**src/rtl/tt_cm_uart_tx_if.sv**
```systemverilog
// Handshake and serial-line bundle for the tt_cm UART transmitter.
interface tt_cm_uart_tx_if #(
    parameter int unsigned DATA_W = 8
);
    logic [DATA_W-1:0] tx_data;
    logic              tx_valid;
    logic              tx_ready;
    logic              tx_out;
    logic              busy;

    modport master (
        output tx_data,
        output tx_valid,
        input  tx_ready,
        input  tx_out,
        input  busy
    );

    modport slave (
        input  tx_data,
        input  tx_valid,
        output tx_ready,
        output tx_out,
        output busy
    );
endinterface

```
**src/rtl/tt_cm_uart_tx.sv**
```systemverilog
// 8N1 byte-serial transmitter, LSB first, all outputs registered.
// Define UART_TX_PARITY_EN to insert an even-parity bit between data and stop.
module tt_cm_uart_tx #(
    parameter int unsigned CLK_DIV = 16,
    parameter int unsigned DATA_W  = 8
) (
    input  logic            clk,
    input  logic            rst,
    tt_cm_uart_tx_if.slave  tx_if
);

    localparam int unsigned DivW = (CLK_DIV > 1) ? $clog2(CLK_DIV) : 1;
    localparam int unsigned BitW = (DATA_W > 1) ? $clog2(DATA_W) : 1;
    localparam logic [DivW-1:0] DivLast = DivW'(CLK_DIV - 1);
    localparam logic [BitW-1:0] BitLast = BitW'(DATA_W - 1);

    typedef enum logic [2:0] {
        StIdle   = 3'd0,
        StStart  = 3'd1,
        StData   = 3'd2,
`ifdef UART_TX_PARITY_EN
        StParity = 3'd4,
`endif
        StStop   = 3'd3
    } state_e;

    state_e            state_q, state_d;
    logic [DivW-1:0]   div_q, div_d;
    logic [BitW-1:0]   bit_q, bit_d;
    logic [DATA_W-1:0] shift_q, shift_d;
    logic              tx_out_q, tx_out_d;
    logic              ready_q, ready_d;
    logic              busy_q, busy_d;
    logic              tick;
`ifdef UART_TX_PARITY_EN
    logic              parity_q, parity_d;
`endif

    assign tick = (div_q == DivLast);

    // Outputs are computed from the next state so the registered copies line up with it.
    always_comb begin
        state_d  = state_q;
        div_d    = tick ? '0 : div_q + 1'b1;
        bit_d    = bit_q;
        shift_d  = shift_q;
        tx_out_d = tx_out_q;
        ready_d  = 1'b0;
        busy_d   = 1'b1;
`ifdef UART_TX_PARITY_EN
        parity_d = parity_q;
`endif
        unique case (state_q)
            StIdle: begin
                div_d = '0;
                bit_d = '0;
                if (tx_if.tx_valid && ready_q) begin
                    shift_d  = tx_if.tx_data;
                    state_d  = StStart;
                    tx_out_d = 1'b0;
`ifdef UART_TX_PARITY_EN
                    parity_d = ^tx_if.tx_data;
`endif
                end else begin
                    tx_out_d = 1'b1;
                    ready_d  = 1'b1;
                    busy_d   = 1'b0;
                end
            end
            StStart: begin
                if (tick) begin
                    state_d  = StData;
                    tx_out_d = shift_q[0];
                end
            end
            StData: begin
                if (tick) begin
                    if (bit_q == BitLast) begin
                        bit_d = '0;
`ifdef UART_TX_PARITY_EN
                        state_d  = StParity;
                        tx_out_d = parity_q;
`else
                        state_d  = StStop;
                        tx_out_d = 1'b1;
`endif
                    end else begin
                        bit_d    = bit_q + 1'b1;
                        shift_d  = shift_q >> 1;
                        tx_out_d = shift_q[1];
                    end
                end
            end
`ifdef UART_TX_PARITY_EN
            StParity: begin
                if (tick) begin
                    state_d  = StStop;
                    tx_out_d = 1'b1;
                end
            end
`endif
            StStop: begin
                if (tick) begin
                    state_d  = StIdle;
                    tx_out_d = 1'b1;
                    ready_d  = 1'b1;
                    busy_d   = 1'b0;
                end
            end
            default: begin
                state_d  = StIdle;
                div_d    = '0;
                bit_d    = '0;
                tx_out_d = 1'b1;
                busy_d   = 1'b0;
            end
        endcase
    end

    always_ff @(posedge clk) begin
        if (rst) begin
            state_q  <= StIdle;
            div_q    <= '0;
            bit_q    <= '0;
            shift_q  <= '0;
            tx_out_q <= 1'b1;
            ready_q  <= 1'b0;
            busy_q   <= 1'b0;
`ifdef UART_TX_PARITY_EN
            parity_q <= 1'b0;
`endif
        end else begin
            state_q  <= state_d;
            div_q    <= div_d;
            bit_q    <= bit_d;
            shift_q  <= shift_d;
            tx_out_q <= tx_out_d;
            ready_q  <= ready_d;
            busy_q   <= busy_d;
`ifdef UART_TX_PARITY_EN
            parity_q <= parity_d;
`endif
        end
    end

    assign tx_if.tx_out   = tx_out_q;
    assign tx_if.tx_ready = ready_q;
    assign tx_if.busy     = busy_q;

endmodule

```
**src/flat_wrapper.sv**
```systemverilog
// flat-port wrapper written by rule: the top's interface ports become plain ports
module tt_cm_uart_tx_flat 
#(
    parameter int unsigned CLK_DIV = 16,
    parameter int unsigned DATA_W  = 8
)
  (clk, rst, tx_if_tx_data, tx_if_tx_valid, tx_if_tx_ready, tx_if_tx_out, tx_if_busy);
  tt_cm_uart_tx_if #(.DATA_W(DATA_W)) tx_if_i ();
  input  logic clk;
  input  logic rst;
  input wire logic [$bits(tx_if_i.tx_data)-1:0] tx_if_tx_data;
  input wire logic [$bits(tx_if_i.tx_valid)-1:0] tx_if_tx_valid;
  output wire logic [$bits(tx_if_i.tx_ready)-1:0] tx_if_tx_ready;
  output wire logic [$bits(tx_if_i.tx_out)-1:0] tx_if_tx_out;
  output wire logic [$bits(tx_if_i.busy)-1:0] tx_if_busy;
  assign tx_if_i.tx_data = tx_if_tx_data;
  assign tx_if_i.tx_valid = tx_if_tx_valid;
  assign tx_if_tx_ready = tx_if_i.tx_ready;
  assign tx_if_tx_out = tx_if_i.tx_out;
  assign tx_if_busy = tx_if_i.busy;
  tt_cm_uart_tx #(.CLK_DIV(CLK_DIV), .DATA_W(DATA_W)) u_core (.clk(clk), .rst(rst), .tx_if(tx_if_i));
endmodule
```
**config.mk**
```make
export PLATFORM = sky130hd
export DESIGN_NAME = tt_cm_uart_tx_flat
export DESIGN_NICKNAME = d
export VERILOG_FILES = /design/src/rtl/tt_cm_uart_tx_if.sv /design/src/rtl/tt_cm_uart_tx.sv /design/src/flat_wrapper.sv
export SDC_FILE = /design/constraint.sdc
export NUM_CORES = 1
export LEC_CHECK = 0
export ABC_AREA = 1
export ABC_CLOCK_PERIOD_IN_PS = 1500
export CAP_MARGIN = 20
export CORE_ASPECT_RATIO = 1.5
export CORE_UTILIZATION = 48
export DETAILED_ROUTE_END_ITERATION = 12
export GPL_TIMING_DRIVEN = 0
export PLACE_DENSITY = 0.83
export REMOVE_ABC_BUFFERS = 1
export SETUP_SLACK_MARGIN = 0.3
export SYNTH_ARGS = -nofsm -noshare
export SYNTH_HDL_FRONTEND = slang
export SYNTH_SLANG_ARGS = --single-unit
```
**constraint.sdc**
```tcl
create_clock -name clk -period 1.5 [get_ports clk]
set_input_delay 0.225 -clock clk [delete_from_list [all_inputs] [get_ports clk]]
set_output_delay 0.225 -clock clk [all_outputs]
set_load 0.005 [all_outputs]
```
==> out/metrics.csv <==
stage;metric;value;unit
power_and_ir_drop;p_leak;0.646;nW
run;drv.max_cap_violation_count;0;
sta;fin_skew;1.93;ps
placed_design;placedCellCount;171;
logic_synthesis;ys_types;24;
routing;antenna_left;0;
sta;relSlewSlack;59.1;%
sta;setup_viol;0;
worst_setup_path;path_max_fanout;8;
worst_setup_path;cp.arrival;1640;ps
logic_synthesis;synth_common_cells;42 x nand2_1, 20 x dfxtp_1, 17 x a21oi_1;
logic_synthesis;synth_edf_count;0;
cts;clk_pin_slew;110;ps
logic_synthesis;syn_area;1050;µm²
logic_synthesis;syn_avg_cell_area;7.42;µm²
cts;root_buffer;clkbuf_4;
placed_design;gp_congestion;0.840;
power_and_ir_drop;max-vdd-ir-drop;0.00112;V
cts;clk_path_buf_depth;2;
finish;final_area;1630;µm²
floorplan;die-area;2370;µm²
routing;wl_per_cell;18.1;µm
sta;fin_crit;1450;ps
routing;dr.first_iter.drc_count;38;
finish;diodes;0;
logic_synthesis;synthArstFlopShare;0;%
sta;maxSlewViolCount;0;
routing;drcViolationCount;0;
finish;instances_no_fill;196;
cts;cts_num_sinks;20;
worst_setup_path;end_kind;register;
logic_synthesis;ys_seq_elements;20;
grt;first_global_vias;1150;
sta;worst_slew_pin_slew;614;ps
sta;tns;0;ps
floorplan;initial_core_util;51.0;%
cts;numCtsBuffers;3;
cts;ctsHtreeMaxLevel;1;
outcome;status;completed;
logic_synthesis;synthFlopType;dfxtp_1;
logic_synthesis;syn_inst;141;
finish;fillers;130;
placed_design;place_area;1170;µm²
logic_synthesis;synth_area_leaders;dfxtp_1 38%, nand2_1 15%, ha_1 9.6%, a21oi_1 8.1%, nand4_1 4.8%;
placed_design;hpwlAfterDp;1570;µm
grt;gr-usage-all-layers;32.3;%
worst_setup_path;path_class;register to register;
power_and_ir_drop;power.density;1670;nW/µm²
routing;first_pass_iters;4;
routing;routed_via_density;6.07;
floorplan;die_x;40.1;µm
finish;seqCellArea;417;µm²
min_path;hold_class;register to register;
cts;cts_tree;built;
floorplan;pin_count;14;
finish;multi_input_area;818;µm²
floorplan;core_area;2050;µm²
floorplan;fp.dieH;59.2;µm
floorplan;rows;20;
sta;timing.fmax;0.688;GHz
finish;final_nets;195;
grt;grt_first_pass_wirelength;5200;µm
sta;hold_viol_final;0;
logic_synthesis;synth.most_common_cell;nand2_1;
finish;syn2layout_area_growth;56.1;%
finish;fin_util;79.6;%
placed_design;portBuffers;13;
logic_synthesis;yosysWarnings;0;
logic_synthesis;yosysTopAreaCell;dfxtp_1;
sta;rsz0062_at_grt;true;
worst_setup_path;cp-start-kind;register;
logic_synthesis;synth_top_cell_area_share;38.3;%
worst_setup_path;cp.required;1680;ps
finish;layout-drive-gt1-share;41.4;%
routing;vias;1190;
grt;antenna_found_initial;0;
routing;drt_wl_total;3550;µm
grt;grt_max_degree;14;
grt;grt-ovfl-total;0;
sta;post-route-period-util;96.9;%
cts;clk-insertion-delay-late;310;ps
logic_synthesis;yosysSeqAreaShare;38.3;%
==> logic make-up after synthesis <==
kind of cell,synth area share [%]
AND/OR/NAND/NOR,32.7
AO/OA/AOI/OAI,12.3
flip-flops,38.3
buffers and inverters,6.34
adder cells (fa/ha/maj),9.57
XOR/XNOR,0.837
==> area by class of cell <==
type / instances / share of cell area, %
clock buffers: 3 / 1.38
inverters: 9 / 2.84
multi-input cells: 109 / 50.1
flip-flops and latches: 20 / 25.5
well taps: 22 / 1.69
repair buffers: 33 / 18.5
==> sequential cells by signal (all words and copies together), names as in the netlist <==
register,cells
u_core.tx_if.busy,1
u_core.tx_if.tx_ready,1
u_core.shift_q,8
u_core.bit_q,3
u_core.state_q,2
u_core.tx_if.tx_out,1
u_core.div_q,4
==> report_power, final <==
part | total (mW) | internal, mW | switching (mW)
Combinational | 1.58 | 0.724 | 0.851
Clock | 0.263 | 0.0940 | 0.169
Sequential | 0.885 | 0.717 | 0.168
==> repair_timing <==
item                                    CTS  global route
gates cloned                              2             0
hold buffers                              0             0
setup buffers                            16             4
pin swaps                                13             8
resized for setup                        69            11
endpoints found under the setup margin   22            16
==> per-layer routing <==
layer	wire [µm]	global-route usage, %
met1	1400	34.5
met2	1790	55.3
met3	184	6.02
met4	171	18.7
met5	0	0
==> worst max-delay path, stage by stage, from the launching register on <==
cell and delay, ps:
dfxtp_4 380, ha_4 170, ha_4 180, o21ai_4 230
nand3_4 170, nand2_1 130, a21oi_2 70
==> per-stage QoR <==
stage / total power [mW] / setup WS, ps / hold WS [ps]
after floorplan: 1.37 / -95.7 / 294
after global placement: 1.59 / -478 / 433
after detailed placement: 1.63 / -543 / 445
after CTS: 2.46 / 169 / 459
after global routing: 2.88 / 13.9 / 472
final: 2.72 / 45.8 / 460
==> cell usage in the layout (no fill, tap or decap), types with 5 or more instances in the layout <==
cell             instances
ha_4                     8
clkdlybuf4s50_1          9
nor2_1                   9
buf_4                   13
a21oi_1                  9
nand2_2                  7
nand3_1                  5
dfxtp_1                 13
buf_6                    7
a21oi_2                  8
nand2_1                 34
nand4_1                  8
==> path summary, 6_finish.rpt <==
check	end	cells after the start	from	slack, ps
worst min-delay path	u_core.div_q[0]	1	u_core.div_q[0]	460
worst min register to register	u_core.div_q[0]	1	u_core.div_q[0]	460
worst max register to register	u_core.shift_q[0]	6	u_core.bit_q[0]	50
worst max-delay path	u_core.shift_q[0]	6	u_core.bit_q[0]	50
Power figures use the tool's default switching activity.
